`src/rtl/des_key_sched_seq_if.sv`:
```
// DES round-key sequencer bus: start/key request
// and the valid/ready round-key stream.
interface des_key_sched_seq_if;
    logic        i_start;
    logic        i_decrypt;
    logic [55:0] i_key;
    logic        i_abort;
    logic        i_ready;
    logic [55:0] o_round_key;
    logic [3:0]  o_round;
    logic        o_valid;
    logic        o_busy;
    logic        o_done;

    modport master (
        output i_start,
        output i_decrypt,
        output i_key,
        output i_abort,
        output i_ready,
        input  o_round_key,
        input  o_round,
        input  o_valid,
        input  o_busy,
        input  o_done
    );

    modport slave (
        input  i_start,
        input  i_decrypt,
        input  i_key,
        input  i_abort,
        input  i_ready,
        output o_round_key,
        output o_round,
        output o_valid,
        output o_busy,
        output o_done
    );
endinterface

```
`src/rtl/des_key_sched_seq.sv`:
```
// Sequential DES round-key sequencer: emits the 16
// rotated C||D keys (pre-PC-2), one per handshake.
module des_key_sched_seq (
    input  logic                 i_clk,
    input  logic                 i_rst_n,
    des_key_sched_seq_if.slave   bus
);
    typedef enum logic {
        S_IDLE,
        S_ACTIVE
    } state_t;

    state_t      state_q, state_d;
    logic        dec_q, dec_d;
    logic [55:0] key_q, key_d;
    logic [3:0]  round_q, round_d;
    logic        valid_q, valid_d;
    logic        busy_q, busy_d;
    logic        done_q, done_d;

    logic [3:0]  nxt_round;
    logic        two;

    // Rotate both 28-bit halves left by 1 or 2.
    function automatic logic [55:0] rotl(
        input logic [55:0] k,
        input logic        by2
    );
        logic [27:0] c;
        logic [27:0] d;
        c = k[55:28];
        d = k[27:0];
        if (by2)
            return {c[25:0], c[27:26], d[25:0], d[27:26]};
        return {c[26:0], c[27], d[26:0], d[27]};
    endfunction

    // Rotate both 28-bit halves right by 1 or 2.
    function automatic logic [55:0] rotr(
        input logic [55:0] k,
        input logic        by2
    );
        logic [27:0] c;
        logic [27:0] d;
        c = k[55:28];
        d = k[27:0];
        if (by2)
            return {c[1:0], c[27:2], d[1:0], d[27:2]};
        return {c[0], c[27:1], d[0], d[27:1]};
    endfunction

    // Amount for the next round; rounds 1, 8, 15 step
    // by one in both directions, all others by two.
    always_comb begin
        nxt_round = round_q + 4'd1;
        two = !((nxt_round == 4'd1) ||
                (nxt_round == 4'd8) ||
                (nxt_round == 4'd15));
    end

    // Next-state and next-output logic.
    always_comb begin
        state_d = state_q;
        dec_d   = dec_q;
        key_d   = key_q;
        round_d = round_q;
        valid_d = valid_q;
        busy_d  = busy_q;
        done_d  = 1'b0;
        unique case (state_q)
            S_IDLE: begin
                if (bus.i_start && !bus.i_abort) begin
                    dec_d   = bus.i_decrypt;
                    key_d   = bus.i_decrypt ? bus.i_key
                                            : rotl(bus.i_key, 1'b0);
                    round_d = 4'd0;
                    valid_d = 1'b1;
                    busy_d  = 1'b1;
                    state_d = S_ACTIVE;
                end
            end
            S_ACTIVE: begin
                if (bus.i_abort) begin
                    state_d = S_IDLE;
                    valid_d = 1'b0;
                    busy_d  = 1'b0;
                    round_d = 4'd0;
                end else if (valid_q && bus.i_ready) begin
                    if (round_q == 4'd15) begin
                        state_d = S_IDLE;
                        valid_d = 1'b0;
                        busy_d  = 1'b0;
                        done_d  = 1'b1;
                    end else begin
                        round_d = nxt_round;
                        key_d   = dec_q ? rotr(key_q, two)
                                        : rotl(key_q, two);
                    end
                end
            end
            default: state_d = S_IDLE;
        endcase
    end

    // State and registered outputs.
    always_ff @(posedge i_clk or negedge i_rst_n) begin
        if (!i_rst_n) begin
            state_q <= S_IDLE;
            dec_q   <= 1'b0;
            key_q   <= '0;
            round_q <= '0;
            valid_q <= 1'b0;
            busy_q  <= 1'b0;
            done_q  <= 1'b0;
        end else begin
            state_q <= state_d;
            dec_q   <= dec_d;
            key_q   <= key_d;
            round_q <= round_d;
            valid_q <= valid_d;
            busy_q  <= busy_d;
            done_q  <= done_d;
        end
    end

    assign bus.o_round_key = key_q;
    assign bus.o_round     = round_q;
    assign bus.o_valid     = valid_q;
    assign bus.o_busy      = busy_q;
    assign bus.o_done      = done_q;
endmodule

```
`src/flat_wrapper.sv`:
```
// flat-port wrapper written by rule: the top's interface ports become plain ports
module des_key_sched_seq_flat 
  (i_clk, i_rst_n, bus_i_start, bus_i_decrypt, bus_i_key, bus_i_abort, bus_i_ready, bus_o_round_key, bus_o_round, bus_o_valid, bus_o_busy, bus_o_done);
  des_key_sched_seq_if bus_i ();
  input  logic i_clk;
  input  logic i_rst_n;
  input wire logic [$bits(bus_i.i_start)-1:0] bus_i_start;
  input wire logic [$bits(bus_i.i_decrypt)-1:0] bus_i_decrypt;
  input wire logic [$bits(bus_i.i_key)-1:0] bus_i_key;
  input wire logic [$bits(bus_i.i_abort)-1:0] bus_i_abort;
  input wire logic [$bits(bus_i.i_ready)-1:0] bus_i_ready;
  output wire logic [$bits(bus_i.o_round_key)-1:0] bus_o_round_key;
  output wire logic [$bits(bus_i.o_round)-1:0] bus_o_round;
  output wire logic [$bits(bus_i.o_valid)-1:0] bus_o_valid;
  output wire logic [$bits(bus_i.o_busy)-1:0] bus_o_busy;
  output wire logic [$bits(bus_i.o_done)-1:0] bus_o_done;
  assign bus_i.i_start = bus_i_start;
  assign bus_i.i_decrypt = bus_i_decrypt;
  assign bus_i.i_key = bus_i_key;
  assign bus_i.i_abort = bus_i_abort;
  assign bus_i.i_ready = bus_i_ready;
  assign bus_o_round_key = bus_i.o_round_key;
  assign bus_o_round = bus_i.o_round;
  assign bus_o_valid = bus_i.o_valid;
  assign bus_o_busy = bus_i.o_busy;
  assign bus_o_done = bus_i.o_done;
  des_key_sched_seq u_core (.i_clk(i_clk), .i_rst_n(i_rst_n), .bus(bus_i));
endmodule
```
`config.mk`:
```
export PLATFORM = sky130hd
export DESIGN_NAME = des_key_sched_seq_flat
export DESIGN_NICKNAME = d
export VERILOG_FILES = /design/src/rtl/des_key_sched_seq_if.sv /design/src/rtl/des_key_sched_seq.sv /design/src/flat_wrapper.sv
export SDC_FILE = /design/constraint.sdc
export NUM_CORES = 1
export LEC_CHECK = 0
export BUFFER_PORTS_ARGS = -buffer_cell sky130_fd_sc_hd__buf_2
export CAP_MARGIN = 20
export CORE_ASPECT_RATIO = 1.75
export CORE_UTILIZATION = 50
export CTS_CLUSTER_DIAMETER = 120
export DETAILED_ROUTE_END_ITERATION = 7
export PLACE_DENSITY = 0.74
export SYNTH_ARGS = -nofsm -noshare
export SYNTH_HDL_FRONTEND = slang
export SYNTH_SLANG_ARGS = --single-unit
```
`constraint.sdc`:
```
create_clock -name i_clk -period 2.15 [get_ports i_clk]
set_input_delay 0.5375 -clock i_clk [delete_from_list [all_inputs] [get_ports i_clk]]
set_output_delay 0.5375 -clock i_clk [all_outputs]
set_load 0.05 [all_outputs]
```
# Word-level counts from Yosys, hierarchy flattened
# Index checks and enable logic that the tools add are counted.
[totals]
regBits = 64
[classes]
n_addsub = 1
eq_ne = 11
muxes = 35
n_bitwise = 1
n_reduce_logical = 9
[ops]
columns = ["op", "n"]
rows = [
  ["$mux 56", 10],
  ["$pmux 56 s2", 1],
  ["$mux 1", 17],
  ["$mux 4", 4],
  ["$eq 4x4->1 const B", 3],
  ["$ne 3x3->1 const B", 3],
  ["$pmux 4 s2", 1],
  ["$ne 2x2->1 const B", 3],
  ["$reduce_and 3->1", 2],
  ["$add 4x1->4 const B", 1],
  ["$eq 4x1->1 const B", 1],
  ["$pmux 1 s2", 2],
  ["$reduce_and 4->1", 1],
  ["$logic_and 1x1->1", 2],
  ["$logic_or 1x1->1", 2],
  ["$ne 2x1->1 const B", 1],
  ["$reduce_and 2->1", 1],
  ["$logic_not 1->1", 1],
  ["$not 1->1", 1],
]

# Logic depth before layout (Yosys ltp)
[depth]
ltp_word = 15
mapped_depth = 8
ltp_nobuf = 6

# Least setup slack after synthesis
# OpenSTA, ideal clock, no wires.
[synth_path]
path_kind = "register to register"
start = "register u_core.round_q[0] (netlist: u_core.bus.o_round[0])"
end = "register u_core.key_q[22] (netlist: u_core.bus.o_round_key[22])"
setup_time_ps = 81
arrival_time_ps = 2128
t_required_ps = 2069
path_slack_ps = -58
path_stages_with_launch = 9
cell_sequence = "dfrtp_1 inv_1 ha_1 a21o_1 a221o_1 a21o_1 buf_6 buf_6 o211ai_2"
[synth_via]
elab_chain_cells = 15
word_cells_on_any_way = 21
cone_classes = "add/sub (1); eq/ne (5); mux (12); reduce/logical (3)"
[synth_rtl]
columns = ["item", "line_no", "source"]
rows = [
  ["start, declared", "des_key_sched_seq.sv:16", "logic [3:0] round_q, round_d;"],
  ["start signal, assigned", "des_key_sched_seq.sv:119", "round_q <= round_d;"],
  ["$add 4x1->4", "des_key_sched_seq.sv:55", "nxt_round = round_q + 4'd1;"],
  ["$eq 4x1->1 or $eq 4x4->1 (tied branches)", "des_key_sched_seq.sv:56, des_key_sched_seq.sv:57", ""],
  ["$logic_or 1x1->1", "des_key_sched_seq.sv:56", "two = !((nxt_round == 4'd1) ||"],
  ["$logic_or 1x1->1", "des_key_sched_seq.sv:57", "(nxt_round == 4'd8) ||"],
  ["$mux 1", "des_key_sched_seq.sv:33, des_key_sched_seq.sv:47", ""],
  ["$mux 1", "des_key_sched_seq.sv:89", "if (round_q == 4'd15) begin"],
  ["$mux 1", "des_key_sched_seq.sv:88", "end else if (valid_q && bus.i_ready) begin"],
  ["$mux 1", "des_key_sched_seq.sv:83", "if (bus.i_abort) begin"],
  ["$mux 1", "des_key_sched_seq.sv:70", "unique case (state_q)"],
  ["$mux 56, on equally long branches", "des_key_sched_seq.sv:35, des_key_sched_seq.sv:49", ""],
  ["$mux 56", "des_key_sched_seq.sv:96", "key_d = dec_q ? rotr(key_q, two)"],
  ["$mux 56", "des_key_sched_seq.sv:89", ""],
  ["$mux 56", "des_key_sched_seq.sv:88", ""],
  ["$mux 56", "des_key_sched_seq.sv:83", ""],
  ["$pmux 56 s2", "des_key_sched_seq.sv:70", ""],
  ["end signal, assigned", "des_key_sched_seq.sv:118", "key_q <= key_d;"],
  ["end, declared", "des_key_sched_seq.sv:15", "logic [55:0] key_q, key_d;"],
]
# Several ways; a longest one is shown, not always the timed one. The select of a mux whose other input is x is not followed.
# A chain may end at the register's enable or synchronous reset.

# Final worst setup path
[layout_path]
start = "register u_core.round_q[0] (netlist: u_core.bus.o_round[0])"
end = "register u_core.key_q[2] (netlist: u_core.bus.o_round_key[2])"
# The elaborated chain is that of the path after synthesis.

==> parameters.txt <==
Parameter                              Value

Critical path
  CP Cell Sequence ... inv_1, ha_1, a21o_1, a221o_2, a21o_2, clkbuf_16, o211ai_2
  Endpoint class of the critical path ... flip-flop
  Maximum fanout encountered on the critical timing path ... 28
  Crit path DAT ... 2.34 ns
  Kind of critical path ... flip-flop to flip-flop
  Crit path launch type ... flip-flop
  Critical path's top delay family ... compound AO/OA/AOI/OAI gates
  Critical-path cell with the highest stage delay ... dfrtp_2
  WP data required ... around 2.4 ns
  CP bufs+invs ... 2
  Delay of the slowest cell on the worst path ... about 0.40 ns

STA
  Count of endpoints failing setup in the final report ... 0
  Slew of the pin with the lowest slew margin ... 0.442 ns
  Post-route setup slack ... 0.0630 ns
  Max Clock Skew ... between 0.006 and 0.007 ns
  Hold_ws ... 0.112 ns
  Max-slew violation total from the final report ... 0
  Final worst path period share ... 97.1%
  Worst-case headroom to the max-slew limit ... 70.2%
  Fin. Hold Viols ... 0
  Fmax ... 479 MHz
  Summed negative setup slack over all endpoints ... 0 ns
  Post-layout minimum cycle time ... about 2.1 ns
  RSZ-0062 raised after global routing ... false

Routing
  Final routed wire length divided by cell count ... 21.1 um
  Vias after detailed routing ... about 5300
  Post-route DRC violation count ... 0
  Vias per Instance ... 6.65
  Count of routing violations after the opening detailed-route iteration ... 223
  DRT Pass-1 Iters ... 5
  Final wirelength ... 16.8 mm
  Antenna-violating nets left ... 0

Logic synthesis
  Share of Yosys cell area claimed by the top area cell type ... approximately 28%
  Cell count after synthesis ... around 560
  Yosys reg bits ... 64
  Proportion of synthesized chip area in sequential cells ... 28.2%
  Synth Area per Inst ... 10.1 um^2
  Number of different library cells in the post-synthesis netlist ... 35
  Synthesis Warnings ... 0
  Synth area leaders ... dfrtp_1 28%, mux2i_1 20%, mux2_2 11%
  Nets in the synthesized netlist ... 629
  Cell area after synthesis ... 5680 um^2
  Post-synthesis cell type with the largest combined area ... dfrtp_1

Placed design
  Setup Slack @ Placement ... just under 0.08 ns
  HPWL after detailed placement ... 11.0 mm
  Gpl congestion ... 0.832
  Port-buffer cells ... about 120
  # placed instances ... 776

Clocking
  Total clock sinks ... 64
  CTS tree ... done
  Clk Latency, worst-skew pair ... 0.34 ns
  H-Tree Depth ... 3
  Root buffer selected by CTS ... clkbuf_16
  Post-CTS setup buffers ... 0
  Maximum number of buffers from clock root to sink ... 2
  Clock transition at the register clock pins on the worst setup and hold paths after CTS ... 0.06 ns
  CTS buffer count ... 9

Min path
  Min-delay worst type ... input pin to async pin

Floorplanning
  FP Rows ... 51
  Horizontal die dimension ... 82.5 um
  Floorplan die height ... approximately 140 um
  Number of I/O pins ... 125
  Core Footprint ... 11100 um^2
  Effective utilization at floorplan ... around half
  Die area ... about 12000 um^2

Global routing
  GRT Overall Usage ... 28.7%
  Pin count of the biggest net entering global routing ... 58
  Wire length of the first global-routing pass ... between 20 and 30 mm
  Vias in the first global route ... 5334
  GRT Residual Overflow ... 0
  Initial antenna violation count ... 0

Run
  Max cap viols ... 0

Power
  Cell leakage power ... between 0.003 and 0.004 uW
  Sequential group share of total power ... between 30% and 40%
  Peak supply drop ... about 0.61 mV
  Combinational group share of total power ... 49.7%
  Internal power consumption ... 3720 uW
  Power density over the cells ... 1080 nW/um^2
  Switching power total ... 3530 uW
  Switching fraction of total power ... 48.7%
  Relative contribution of the clock network to total power ... 19.5%

Layout
  Share of final-layout standard cells stronger than drive strength 1 ... about 46%
  Commonest non-fill, non-tap cell in the layout ... buf_2
  Count of antenna diodes in the layout ... 0
  Net total in the final layout ... between 700 and 800
  Most used cells in the layout excluding fill and tap cells ... 124 x buf_2, 112 x mux2i_1, 61 x dfrtp_1, 57 x mux2_2, 57 x nand4_1
  Area growth from synthesis to final layout ... 18.1%
  Final core occ ... 60.4%
  Final cell count without fillers ... 793

Run status
  Outcome ... finished clean
-- flip-flops by register name, summed over array words and instances, names as in the netlist --
name	cells
u_core.bus.o_valid	1
u_core.bus.o_done	1
u_core.state_q	1
u_core.dec_q	1
u_core.bus.o_round_key	56
u_core.bus.o_round	4
-- synth_stat cells --
master,number
buf_1,2
o211ai_1,18
mux2i_1,112
nor4b_1,1
mux2_2,57
nor2b_1,2
o31ai_1,1
and4b_1,1
dfrtp_1,64
buf_2,23
a21oi_2,40
o21ai_0,5
clkbuf_1,27
o22ai_1,1
or3b_1,1
o211ai_2,40
inv_1,5
a21boi_1,1
nor2_1,2
a31oi_1,1
and2_1,1
buf_6,10
and3_1,1
nand3_1,2
a21o_1,2
nand4_1,57
ha_1,3
nor3_1,56
nand2_1,4
buf_4,3
a22oi_1,1
xnor2_1,1
o2bb2ai_1,1
a21oi_1,17
a221o_1,1
-- metal layers --
| metal | vias up | wire length [um] | global-route usage [%] | part of all wire, % |
|---|---|---|---|---|
| met5 | - | 0 | 0 | 0 |
| met4 | 0 | 560 | 13.9 | 3.3 |
| met3 | 48 | 881 | 5.18 | 5.3 |
| met2 | 211 | 8880 | 50.6 | 53 |
| met1 | 2627 | 6430 | 32.2 | 38 |
| li1 | 2384 | - | - | - |
-- cells by family after synthesis --
group | synth area share, %
and+or+nand+nor | 12.7
adders and majority gates | 0.661
DFF | 28.2
xor gates and xnor gates | 0.154
muxes | 31.1
AOI/OAI and AO/OA | 20.5
buffers and inverters | 6.66
-- final cells by class --
class / instances / area, um^2
Clock buffer: 13 / 270
Clock inverter: 3 / 15.0
Fill cell: 955 / 4400
Inverter: 5 / 18.8
Multi-Input combinational cell: 430 / 3710
Sequential cell: 64 / 1610
Tap cell: 132 / 165
Timing Repair Buffer: 146 / 915
-- final timing paths --
kind,startpoint,endpoint,slack (ns),cells past startpoint
hold reg to reg,u_core.bus.o_valid$_DFFE_PN0P_,u_core.bus.o_valid$_DFFE_PN0P_,0.62,1
hold / removal,i_rst_n,u_core.bus.o_round_key[34]$_DFFE_PN0P_,0.11,1
min in group i_clk,bus_i_abort,u_core.bus.o_valid$_DFFE_PN0P_,0.45,2
setup / recovery,u_core.bus.o_round[0]$_DFFE_PN0P_,u_core.bus.o_round_key[2]$_DFFE_PN0P_,0.06,7
max in group asynchronous,i_rst_n,u_core.bus.o_round_key[9]$_DFFE_PN0P_,1.43,2
setup reg to reg,u_core.bus.o_round[0]$_DFFE_PN0P_,u_core.bus.o_round_key[2]$_DFFE_PN0P_,0.06,7
-- power by group through the flow --
stage / logic (uW) / registers (uW) / clock network, uW
after floorplan: 1790 / 3080 / 0
after global placement: 3500 / 2210 / 0
after detailed placement: 3590 / 2230 / 0
after CTS: 3600 / 2210 / 1420
after global routing: 3820 / 2270 / 1480
final: 3600 / 2230 / 1410
-- metrics by stage --
step           total power (uW)  area [um^2]
6_report                   7250         6700
5_1_grt                    7570         6700
4_1_cts                    7240         6670
3_5_place_dp               5820         6380
3_3_place_gp               5710         6380
2_1_floorplan              4860         5680
-- what timing repair did --
item	4_1_cts	5_1_grt
resized for setup	0	2
hold buffers	0	0
endpoints found under the setup margin	0	24
(Power assumes the default switching activity.)
